## src/rtl/aesl_dl_pkg.sv

```systemverilog
// Purpose: shared types and constants for the deadlock report controller.
// Latency: n/a (declarations only).
// Backpressure: n/a.
package aesl_dl_pkg;

    // Controller FSM states.
    typedef enum logic [2:0] {
        ST_IDLE,
        ST_CONFIRM,
        ST_LAUNCH,
        ST_TRACE,
        ST_REPORT,
        ST_DONE
    } dl_state_t;

    // Default process count and the matching index width. Modules derive
    // their own width from their PROC_NUM parameter the same way.
    localparam int DL_PROC_NUM = 4;
    localparam int PROC_IDX_W  = $clog2(DL_PROC_NUM);

endpackage

```

## src/rtl/aesl_rr_pick.sv

```systemverilog
// Purpose: round-robin first-set-bit finder, searching from ptr upward with wrap.
// Latency: combinational.
// Backpressure: none.
//
// Ports:
//   req - request vector (N bits)
//   ptr - starting index for the search (must be < N)
//   idx - index of the first set bit at or after ptr, wrapping
//   hit - at least one request bit is set
module aesl_rr_pick #(
    parameter int N = 4,
    parameter int W = 2
) (
    input  logic [N-1:0] req,
    input  logic [W-1:0] ptr,
    output logic [W-1:0] idx,
    output logic         hit
);

    // Walk the offsets from the far end back to zero so the closest set
    // bit to ptr is the last (and therefore winning) assignment.
    always_comb begin
        idx = '0;
        hit = 1'b0;
        for (int k = N - 1; k >= 0; k--) begin
            if (req[(int'(ptr) + k) % N]) begin
                idx = W'((int'(ptr) + k) % N);
                hit = 1'b1;
            end
        end
    end

endmodule

```

## src/rtl/aesl_deadlock_report_ctrl.sv

```systemverilog
// Purpose: pick a persistent deadlock candidate, launch and trace its token, report the cycle once.
// Latency: detect-to-origin pulse is SETTLE_CYCLES+2 cycles; return-to-report_valid is 1 cycle.
// Backpressure: report_valid and report_* hold until report_ready; nothing else is stalled.
//
// Ports:
//   clock, reset        - rising-edge clock, synchronous active-high reset
//   dl_detect_vec       - per-unit deadlock detect flags
//   token_seen_vec      - per-unit token-forwarded flags (OR of token_out_vec)
//   token_return_vec    - per-unit token-received flags (OR of token_in_vec)
//   origin_vec          - one-hot launch pulse to the chosen unit
//   token_clear         - broadcast clear, high on the cycle a trace ends
//   report_valid/ready  - report handshake
//   report_origin/mask  - origin index and set of units visited by the token
//   deadlock_found      - sticky, set when the report is accepted
//   timeout_cnt         - saturating count of abandoned traces
//   busy                - controller is between IDLE and DONE
module aesl_deadlock_report_ctrl
    import aesl_dl_pkg::*;
#(
    parameter int PROC_NUM       = 4,
    parameter int SETTLE_CYCLES  = 8,
    parameter int TIMEOUT_CYCLES = 64
) (
    input  logic                        clock,
    input  logic                        reset,
    input  logic [PROC_NUM-1:0]         dl_detect_vec,
    input  logic [PROC_NUM-1:0]         token_seen_vec,
    input  logic [PROC_NUM-1:0]         token_return_vec,
    output logic [PROC_NUM-1:0]         origin_vec,
    output logic                        token_clear,
    output logic                        report_valid,
    input  logic                        report_ready,
    output logic [$clog2(PROC_NUM)-1:0] report_origin,
    output logic [PROC_NUM-1:0]         report_mask,
    output logic                        deadlock_found,
    output logic [7:0]                  timeout_cnt,
    output logic                        busy
);

    localparam int IDX_W = $clog2(PROC_NUM);
    localparam int SW    = $clog2(SETTLE_CYCLES + 1);
    localparam int TW    = $clog2(TIMEOUT_CYCLES + 1);

    dl_state_t            state;
    logic [IDX_W-1:0]     rr_ptr;
    logic [IDX_W-1:0]     cand;
    logic [SW-1:0]        settle_cnt;
    logic [TW-1:0]        trace_cnt;
    logic [PROC_NUM-1:0]  mask;

    logic [IDX_W-1:0]     pick_idx;
    logic                 pick_hit;
    logic [IDX_W-1:0]     next_ptr;
    logic [PROC_NUM-1:0]  cand_onehot;
    logic                 cand_det;
    logic                 cand_ret;
    logic                 trace_timeout;

    aesl_rr_pick #(
        .N (PROC_NUM),
        .W (IDX_W)
    ) u_pick (
        .req (dl_detect_vec),
        .ptr (rr_ptr),
        .idx (pick_idx),
        .hit (pick_hit)
    );

    assign next_ptr      = (cand == IDX_W'(PROC_NUM - 1)) ? '0 : cand + IDX_W'(1);
    assign cand_onehot   = {{(PROC_NUM-1){1'b0}}, 1'b1} << cand;
    assign cand_det      = dl_detect_vec[cand];
    assign cand_ret      = token_return_vec[cand];
    assign trace_timeout = (trace_cnt == TW'(TIMEOUT_CYCLES));

    // Clear fires on the trace exit cycle only; gated by reset so a reset
    // that lands mid-trace never leaks a clear to the units.
    assign token_clear = !reset && (state == ST_TRACE) && (cand_ret || trace_timeout);
    assign busy        = (state != ST_IDLE) && (state != ST_DONE);

    always_ff @(posedge clock) begin
        if (reset) begin
            state          <= ST_IDLE;
            rr_ptr         <= '0;
            cand           <= '0;
            settle_cnt     <= '0;
            trace_cnt      <= '0;
            mask           <= '0;
            origin_vec     <= '0;
            report_valid   <= 1'b0;
            report_origin  <= '0;
            report_mask    <= '0;
            deadlock_found <= 1'b0;
            timeout_cnt    <= '0;
        end else begin
            // Launch pulse lasts exactly the LAUNCH state.
            origin_vec <= '0;

            case (state)
                ST_IDLE: begin
                    if (pick_hit) begin
                        cand       <= pick_idx;
                        settle_cnt <= '0;
                        state      <= ST_CONFIRM;
                    end
                end

                ST_CONFIRM: begin
                    if (!cand_det) begin
                        // Transient detect: move past this unit so a
                        // flickering low index cannot starve the others.
                        rr_ptr <= next_ptr;
                        state  <= ST_IDLE;
                    end else if (settle_cnt == SW'(SETTLE_CYCLES)) begin
                        origin_vec <= cand_onehot;
                        state      <= ST_LAUNCH;
                    end else begin
                        settle_cnt <= settle_cnt + SW'(1);
                    end
                end

                ST_LAUNCH: begin
                    mask      <= cand_onehot;
                    trace_cnt <= '0;
                    state     <= ST_TRACE;
                end

                ST_TRACE: begin
                    mask      <= mask | token_seen_vec;
                    trace_cnt <= trace_cnt + TW'(1);
                    if (cand_ret) begin
                        // Return beats a coincident timeout. Fold in this
                        // cycle's sightings so the report is complete.
                        report_valid  <= 1'b1;
                        report_origin <= cand;
                        report_mask   <= mask | token_seen_vec;
                        state         <= ST_REPORT;
                    end else if (trace_timeout) begin
                        if (timeout_cnt != 8'hFF) begin
                            timeout_cnt <= timeout_cnt + 8'd1;
                        end
                        rr_ptr <= next_ptr;
                        state  <= ST_IDLE;
                    end
                end

                ST_REPORT: begin
                    if (report_ready) begin
                        report_valid   <= 1'b0;
                        deadlock_found <= 1'b1;
                        state          <= ST_DONE;
                    end
                end

                ST_DONE: begin
                    // Terminal until reset; report_origin/mask keep their values.
                end

                default: begin
                    state <= ST_IDLE;
                end
            endcase
        end
    end

endmodule

```

## config.mk

```make
export PLATFORM = sky130hd
export DESIGN_NAME = aesl_deadlock_report_ctrl
export DESIGN_NICKNAME = d
export VERILOG_FILES = /design/src/rtl/aesl_dl_pkg.sv /design/src/rtl/aesl_rr_pick.sv /design/src/rtl/aesl_deadlock_report_ctrl.sv
export SDC_FILE = /design/constraint.sdc
export NUM_CORES = 1
export LEC_CHECK = 0
export CORE_UTILIZATION = 61
export CTS_CLUSTER_DIAMETER = 50
export CTS_CLUSTER_SIZE = 14
export DETAILED_ROUTE_END_ITERATION = 10
export DONT_BUFFER_PORTS = 1
export GPL_ROUTABILITY_DRIVEN = 0
export PLACE_DENSITY = 0.77
export RECOVER_POWER = 100
export SLEW_MARGIN = 20
export SYNTH_ARGS = -nofsm -noshare
export SYNTH_HDL_FRONTEND = slang
export SYNTH_HIERARCHICAL = 1
export SYNTH_SLANG_ARGS = --single-unit
export TNS_END_PERCENT = 5
```

## constraint.sdc

```tcl
create_clock -name clock -period 4.8 [get_ports clock]
set_input_delay 0.72 -clock clock [delete_from_list [all_inputs] [get_ports clock]]
set_output_delay 0.72 -clock clock [all_outputs]
set_load 0.03 [all_outputs]
```

Word-level counts from Yosys, hierarchy flattened
Cells that the tools add are included.

Add/sub/neg operators: 7. Magnitude comparators: 5. Eq/ne operators: 20. Shifts and indexed selects: 1. Muxes and demuxes: 44. Bitwise logic cells: 9. Reductions and logical operators: 23.

Operators by type and width (count): 2-to-1 mux 3 bit (6); one-hot mux 3 bit (6 select lines) (1); 2-to-1 mux 2 bit (8); != test 2 bit, second input constant (8); one-hot mux 4 bit (2 select lines) (2); 2-to-1 mux 1 bit (15); one-hot mux 7 bit (2 select lines) (1); binary-select mux 1 bit (select 2 bit) (6); < comparator 3 x 4 -> 1 bit, second input constant (3); 2-to-1 mux 4 bit (3); AND reduction 4 bit (3); != test 3 bit, second input constant (3); adder 8 x 1 -> 8 bit, second input constant (1); != test 8 bit, second input constant (1); nonzero test 2 bit (4); adder 7 x 1 -> 7 bit, second input constant (1); equality test 7 bit, second input constant (1); equality test 3 x 2 -> 1 bit, second input constant (2); equality test 3 bit, second input constant (2); < comparator 2 x 3 -> 1 bit, second input constant (2); AND reduction 2 bit (3); OR reduction 2 bit (3); inverter 1 bit (5); AND reduction 5 bit (1); 18 further kinds (24).

Register bits: 42. Bits of input ports: 15. Logic and storage cells: 121.

Logic depth before layout (Yosys ltp)
Gate-level depths: netlist of run 1.

Depth after elaboration: 12. Depth in mapped cells: 7.

By module
Netlist of run 1, hierarchy kept.

By module, submodules not included: aesl_deadlock_report_ctrl (instances 1, cells each 255, area each 2137.0 um^2, seq. area each 840.8 um^2); aesl_rr_pick (instances 1, cells each 13, area each 77.6 um^2, seq. area each 0.0 um^2).

Worst setup path after synthesis of run 1
OpenSTA, ideal clock, no wires.

Path kind: register -> output. Start: register trace_cnt[0]. End: output port token_clear. Data arrival time: 1870 ps. Setup slack: 2210 ps. Cell stages (with the launch flop): 6. Path through: dfxtp_1 -> inv_1 -> ha_1 -> or4b_4 -> o21ba_2 -> nor3_1.

Longest elaborated chain between the ends: 3.

RTL lines: start, declared (line aesl_deadlock_report_ctrl.sv:48) `logic [TW-1:0] trace_cnt;`; start signal, assigned (line aesl_deadlock_report_ctrl.sv:129) `trace_cnt <= trace_cnt + TW'(1);`; equality test 7 bit (line aesl_deadlock_report_ctrl.sv:73) `assign trace_timeout = (trace_cnt == TW'(TIMEOUT_CYCLES));`; logical OR 1 bit (line aesl_deadlock_report_ctrl.sv:77) `assign token_clear = !reset && (state == ST_TRACE) && (cand_ret || trace_timeout);`; logical AND 1 bit (line aesl_deadlock_report_ctrl.sv:77); end, declared (line aesl_deadlock_report_ctrl.sv:30) `output logic token_clear,`.

Every way passes these cells.

Worst setup path in the final report of run 1
Ends and elaborated chain as after synthesis.

==> reports/qor.txt, run 1 <==
=====================================================================================
Max incr delay on CP ...................................................       760 ps
Detailed Place HPWL ....................................................      3210 um
Leakage power figure ...................................................     0.742 nW
Global-route wire length before repair .................................      7760 um
TritonCTS clock tree ...................................................        built
Largest voltage drop on the vdd net ....................................   0.000169 V
Synth Register Bits ....................................................           42
DRC violations left ....................................................            0
Most frequently used flop master after synthesis .......................      dfxtp_1
Number of nets in the synthesized netlist ..............................          292
Commonest cells after routing, fill and taps aside ..................... dfxtp_1, nor3_1, a21oi_1
Net total in the final layout ..........................................          284
Global-route usage over all layers .....................................        25.7%
Detailed Route WL ......................................................      4540 um
Power per cell area ....................................................  289 mW/mm^2
Met3 Use GR ............................................................        6.80%
Unrepaired setup endpoints after global routing ........................        false
Result of the run ...................................................... finished clean
TritonCTS buffer count .................................................            5
Core footprint ......................................................... 0.00342 mm^2
Depth of the worst register-to-register path ...........................            4
Met2 layer usage reported by global route ..............................        39.1%
Leading cell type in the layout, fill and taps excluded ................      dfxtp_1
Initial antenna violation count ........................................            0
Critical path peak fanout ..............................................            4
Met1 track demand over resource in global routing ......................        33.5%
Via count of the first global-routing pass .............................         1708
Htree depth ............................................................            2
Non-filler cells, final ................................................          307
Mean post-synth cell area ..............................................    8.26 um^2
Unique masters post-synth ..............................................           44
Max Fclk ...............................................................      325 MHz
Rows ...................................................................           21
Remaining global-route overflow ........................................            0
Remaining antenna violation count after routing ........................            0
Setup TNS Final ........................................................         0 ps
Max cap viols ..........................................................            0
Buffers on Ports .......................................................            0
Netlist area before placement .......................................... 0.00221 mm^2
Type of origin of the critical path ....................................     register
Ant diodes .............................................................            0
Cell total after placement .............................................          299
Arrival @ worst endpoint ...............................................      2360 ps
R2r startpoint .........................................................     state[0]
CP Cell Sequence ....................................................... inv_1, ha_1, or4b_4, o21ba_1, nor3_1
Final worst clock skew .................................................      16.7 ps
Critical path endpoint category ........................................  output port
Final number of hold-violating endpoints ...............................            0
Total clock sinks ......................................................           42
Reg-to-Reg End ......................................................... settle_cnt[3]
Root buf cell ..........................................................     clkbuf_4
Setup-failing EPs final ................................................            0
Layout area overhead ...................................................        1.75%
X dimension of the die .................................................      62.3 um
Slew HR ................................................................        28.6%
Number of flops mapped to enable cells by yosys ........................            0
Slowest cell on the critical path ......................................       nor3_1
Clock Pin Slew Worst Setup and Hold Paths ..............................       130 ps
Later-pin clock latency in the skew report .............................       360 ps
Class of the worst hold path ........................................... primary input to register
Setup WS post-layout ...................................................      1720 ps
Yosys synthesis warning count ..........................................            6
Most Used Layer, Global Route ..........................................         met2
Count of routing violations after the opening detailed-route iteration .          114
Endpoint of the worst hold path ........................................ trace_cnt[6]
Fraction of registers with async set or reset after synthesis ..........           0%
Height of the die ......................................................      62.3 um
Initial core utilization ...............................................        64.8%
Critical path type ..................................................... register to output port
Hold_sp ................................................................        reset
Setup slack on the worst flop-to-flop path .............................      2210 ps
Data required time at the worst endpoint ...............................      4080 ps
Cells on Worst Hold Path ...............................................            1
Clock Path Buffers .....................................................            2
Hold buffer count at cts ...............................................            0
Slew of the pin with the lowest slew margin ............................      1060 ps
Instance count of the mapped netlist ...................................          268
Pin count of the biggest net entering global routing ...................           48
Worst slack at placement ...............................................      2110 ps
Post-CTS setup buffers .................................................            0
Crit share post-route ..................................................        64.1%
Pre-antenna DRT Iters ..................................................            4
Overall power ..........................................................     0.651 mW
Fraction of final layout cells with drive strength greater than 1 ......        7.28%
Final Critical Period ..................................................      3080 ps
Number of vias after detailed routing ..................................         1818
Post-cts gate resize count .............................................            0
Worst slack on hold paths ..............................................       406 ps
Total Die Area ......................................................... 0.00388 mm^2
Ports placed on the boundary ...........................................           37
Via count normalized by instance count .................................         5.92
Sequential fraction of the synthesis area ..............................        38.0%
Average routed wire per standard cell ..................................      14.8 um
Final Slew Violations ..................................................            0
=====================================================================================
registers in the layout, summed over array words and instances (netlist names):
name,cells
cand,2
origin_vec,4
report_origin,2
trace_cnt,7
rr_ptr,2
deadlock_found,1
settle_cnt,4
timeout_cnt,8
mask,4
report_valid,1
report_mask,4
state,3
worst max-delay path, delay by kind of cell, from the launching register on:
family	cells	cell delay (ps)
and+or+nand+nor	2	1220
AOI/OAI and AO/OA	1	210
adders and majority gates	1	130
buffers and inverters	1	80
DFF	1	360
cell usage after synthesis, types with 3 or more instances:
library cell / n / area [um^2]
dfxtp_1: 42 / 841
nor3_1: 28 / 140
a21oi_1: 26 / 130
nor2_1: 23 / 86.3
nand2_1: 21 / 78.8
nand2b_1: 14 / 87.6
clkbuf_1: 11 / 41.3
ha_1: 9 / 113
inv_1: 9 / 33.8
nor2b_1: 8 / 50.1
o21ai_0: 8 / 40.0
and2_1: 7 / 43.8
mux2_2: 6 / 67.6
nand3_1: 6 / 30.0
nor3b_1: 5 / 37.5
mux2i_1: 4 / 40.0
or4_1: 4 / 30.0
buf_1: 3 / 11.3
o31ai_1: 3 / 22.5
cells by family (layout without fill, tap and decap cells):
group,after synthesis,after routing,synth area share [%]
flops,42,42,38.0
simple gates,132,132,32.4
xor+xnor,1,1,0.396
buf+inv,24,17,4.41
compound gates,48,48,12.9
fa+ha+maj,9,9,5.08
mux,12,12,6.89
final cells by class:
| cell class | instances | area [um^2] |
|---|---|---|
| Clock buffer | 6 | 41.3 |
| Clock inverter | 2 | 13.8 |
| Sequential cell | 42 | 841 |
| Multi-Input combinational cell | 202 | 1270 |
| Inverter | 9 | 33.8 |
| Fill cell | 310 | 1160 |
| Tap cell | 46 | 57.6 |
through the flow:
stage               area, um^2  util, %
floorplan                 2210        -
global placement          2210     64.7
detailed placement        2210     64.7
CTS                       2260     66.3
global route              2250     66.0
finish                    2250     66.0
per-layer routing:
layer	wire length, um	vias up
li1	-	926
met1	2120	828
met2	2050	54
met3	261	10
met4	114	0
met5	0	-
worst max path at each step:
| stage | start | to | slack [ps] | cells after the start |
|---|---|---|---|---|
| 2_1_floorplan | trace_cnt[0] | token_clear | 2210 | 5 |
| 3_3_place_gp | trace_cnt[0] | token_clear | 2130 | 5 |
| 3_5_place_dp | trace_cnt[0] | token_clear | 2110 | 5 |
| 4_1_cts | trace_cnt[0] | token_clear | 1690 | 5 |
| 5_1_grt | trace_cnt[0] | token_clear | 1630 | 5 |
| 6_report | trace_cnt[0] | token_clear | 1720 | 5 |
report_power, final:
group | switching (mW) | internal (mW)
Sequential | 0.0262 | 0.361
Combinational | 0.0503 | 0.0385
Clock | 0.118 | 0.0576
Total | 0.194 | 0.457
(Power assumes the default switching activity.)
==> run 2, diff against run 1 <==
--- a/config.mk
+++ b/config.mk
@@ -5,13 +5,13 @@
 export SDC_FILE = /design/constraint.sdc
 export NUM_CORES = 1
 export LEC_CHECK = 0
-export CORE_UTILIZATION = 61
+export CORE_UTILIZATION = 56
 export CTS_CLUSTER_DIAMETER = 50
 export CTS_CLUSTER_SIZE = 14
 export DETAILED_ROUTE_END_ITERATION = 10
 export DONT_BUFFER_PORTS = 1
 export GPL_ROUTABILITY_DRIVEN = 0
-export PLACE_DENSITY = 0.77
+export PLACE_DENSITY = 0.74
 export RECOVER_POWER = 100
 export SLEW_MARGIN = 20
 export SYNTH_ARGS = -nofsm -noshare
==> constraint.sdc (replaced) <==
create_clock -name clock -period 2.7 [get_ports clock]
set_input_delay 0.405 -clock clock [delete_from_list [all_inputs] [get_ports clock]]
set_output_delay 0.405 -clock clock [all_outputs]
set_load 0.03 [all_outputs]
==> run 2 against run 1 <==
Against the previous run:
- clock skew down 13 ps
- first-iteration DRC count up 29%
- critical path depth up 1
- critical path type unchanged
- critical endpoint unchanged
- highest routed layer unchanged
==> reports/qor.txt, run 2 (synthesis gave the netlist of run 1 again) <==
=====================================================================================
Cell total after placement .............................................          308
Cell class contributing the biggest share of worst-path delay .......... simple AND/OR/NAND/NOR gates
TritonCTS buffer count .................................................            5
Hold buffer count at cts ...............................................            0
Data required time at the worst endpoint ...............................      2300 ps
Ant diodes .............................................................            0
Depth of the worst register-to-register path ...........................            6
Setup WS post-layout ...................................................       242 ps
Final Critical Period ..................................................      2460 ps
Top register by number of flip-flops ...................................  timeout_cnt
Flip-flop count of the largest register, all copies and words added ....            8
Leading cell type in the layout, fill and taps excluded ................      dfxtp_1
Slew HR ................................................................        55.0%
Final number of hold-violating endpoints ...............................            0
Post-CTS setup buffers .................................................            0
TritonCTS clock tree ...................................................        built
DRC violations left ....................................................            0
Detailed Route WL ......................................................      4510 um
Leakage power figure ...................................................     0.789 nW
Clock Path Buffers .....................................................            2
Clock Pin Slew Worst Setup and Hold Paths ..............................        80 ps
Remaining antenna violation count after routing ........................            0
Slew of the pin with the lowest slew margin ............................       675 ps
Arrival @ worst endpoint ...............................................      2050 ps
Rows ...................................................................           22
Cells on Worst Hold Path ...............................................            1
Largest voltage drop on the vdd net ....................................   0.000319 V
Total of fill cells in the finished design .............................          337
Buffers on Ports .......................................................            0
Worst slack at placement ...............................................       358 ps
Max Fclk ...............................................................      407 MHz
Unrepaired setup endpoints after global routing ........................        false
Root buf cell ..........................................................     clkbuf_8
R2r startpoint ......................................................... trace_cnt[0]
Average routed wire per standard cell ..................................      14.3 um
Non-filler cells, final ................................................          316
Ports placed on the boundary ...........................................           37
Total clock sinks ......................................................           42
Later-pin clock latency in the skew report .............................       290 ps
Initial antenna violation count ........................................            0
Post-cts gate resize count .............................................            0
Type of origin of the critical path ....................................     register
Htree depth ............................................................            2
Net total in the final layout ..........................................          291
Global-route usage over all layers .....................................        22.8%
Count of routing violations after the opening detailed-route iteration .          147
Detailed Place HPWL ....................................................      3230 um
Number of vias after detailed routing ..................................         1819
Setup TNS Final ........................................................         0 ps
Pre-antenna DRT Iters ..................................................            4
Remaining global-route overflow ........................................            0
Final worst clock skew .................................................      3.86 ps
Result of the run ...................................................... finished clean
Fraction of final layout cells with drive strength greater than 1 ......        8.58%
Global-route wire length before repair .................................      7330 um
Height of the die ......................................................      64.9 um
Commonest cells after routing, fill and taps aside ..................... dfxtp_1, nor3_1, a21oi_1
Reg-to-Reg End ......................................................... timeout_cnt[4]
Via count of the first global-routing pass .............................         1557
Final Slew Violations ..................................................            0
CP Cell Sequence ....................................................... inv_1, ha_1, or4b_1, o21ba_1, nor3_1, clkbuf_2
Power per cell area ....................................................  571 mW/mm^2
Via count normalized by instance count .................................         5.76
Critical path type ..................................................... register to output port
Slowest cell on the critical path ......................................       or4b_1
Pin count of the biggest net entering global routing ...................           48
Core footprint ......................................................... 0.00372 mm^2
Max incr delay on CP ...................................................       490 ps
Max cap viols ..........................................................            0
Layout area overhead ...................................................        6.10%
Count of buffer and inverter cells on the critical path ................            2
Hold_sp ................................................................        reset
Total Die Area ......................................................... 0.00421 mm^2
Critical path peak fanout ..............................................            4
Critical path endpoint category ........................................  output port
Largest registers ...................................................... timeout_cnt (8), trace_cnt (7)
Setup slack on the worst flop-to-flop path .............................       310 ps
X dimension of the die .................................................      64.9 um
Setup-failing EPs final ................................................            0
Endpoint of the worst hold path ........................................ timeout_cnt[6]
Crit share post-route ..................................................        91.0%
Initial core utilization ...............................................        59.6%
Class of the worst hold path ........................................... primary input to register
=====================================================================================
[run 2: stage by stage]
step	cell area [um^2]	utilization [%]	power, mW	hold slack (ps)
3_3_place_gp	2260	60.9	0.871	473
2_1_floorplan	2210	-	0.839	451
4_1_cts	2370	63.9	1.36	161
3_5_place_dp	2260	60.9	0.873	479
5_1_grt	2350	63.2	1.40	158
6_report	2350	63.2	1.34	171
[run 2: layout make-up]
class	count	area (um^2)	area share [%]
Sequential cell	42	841	35.8
Clock inverter	2	37.5	1.60
Timing Repair Buffer	7	38.8	1.65
Clock buffer	6	72.6	3.09
Multi-Input combinational cell	202	1270	53.9
Tap cell	48	60.1	2.56
Inverter	9	33.8	1.44
[run 2: routing by layer]
| layer | track usage, % | share of wire (%) |
|---|---|---|
| met5 | 0 | 0 |
| met4 | 7.50 | 1.3 |
| met3 | 7.04 | 6.1 |
| met2 | 33.9 | 43 |
| met1 | 31.0 | 50 |
[run 2: power breakdown]
group	switching (mW)	internal (mW)	total, mW
clock network	0.215	0.276	0.491
registers	0.0329	0.642	0.674
logic	0.103	0.0740	0.177
[run 2: how the worst max path moves through the flow]
stage / start / to / slack [ps] / depth (start not counted)
after CTS: trace_cnt[0] / token_clear / 320 / 6
after global placement: cand[0] / timeout_cnt[7] / 410 / 4
final: trace_cnt[0] / token_clear / 240 / 6
after floorplan: cand[0] / timeout_cnt[4] / 400 / 5
after global routing: trace_cnt[0] / token_clear / 100 / 6
after detailed placement: cand[0] / timeout_cnt[4] / 360 / 4
[run 2: worst register-to-register path, stage by stage, from the launching register on]
cell and delay, ps:
dfxtp_1 340, inv_1 80, ha_1 130, or4b_1 490
or4_4 610, or4_1 530, a21oi_1 150
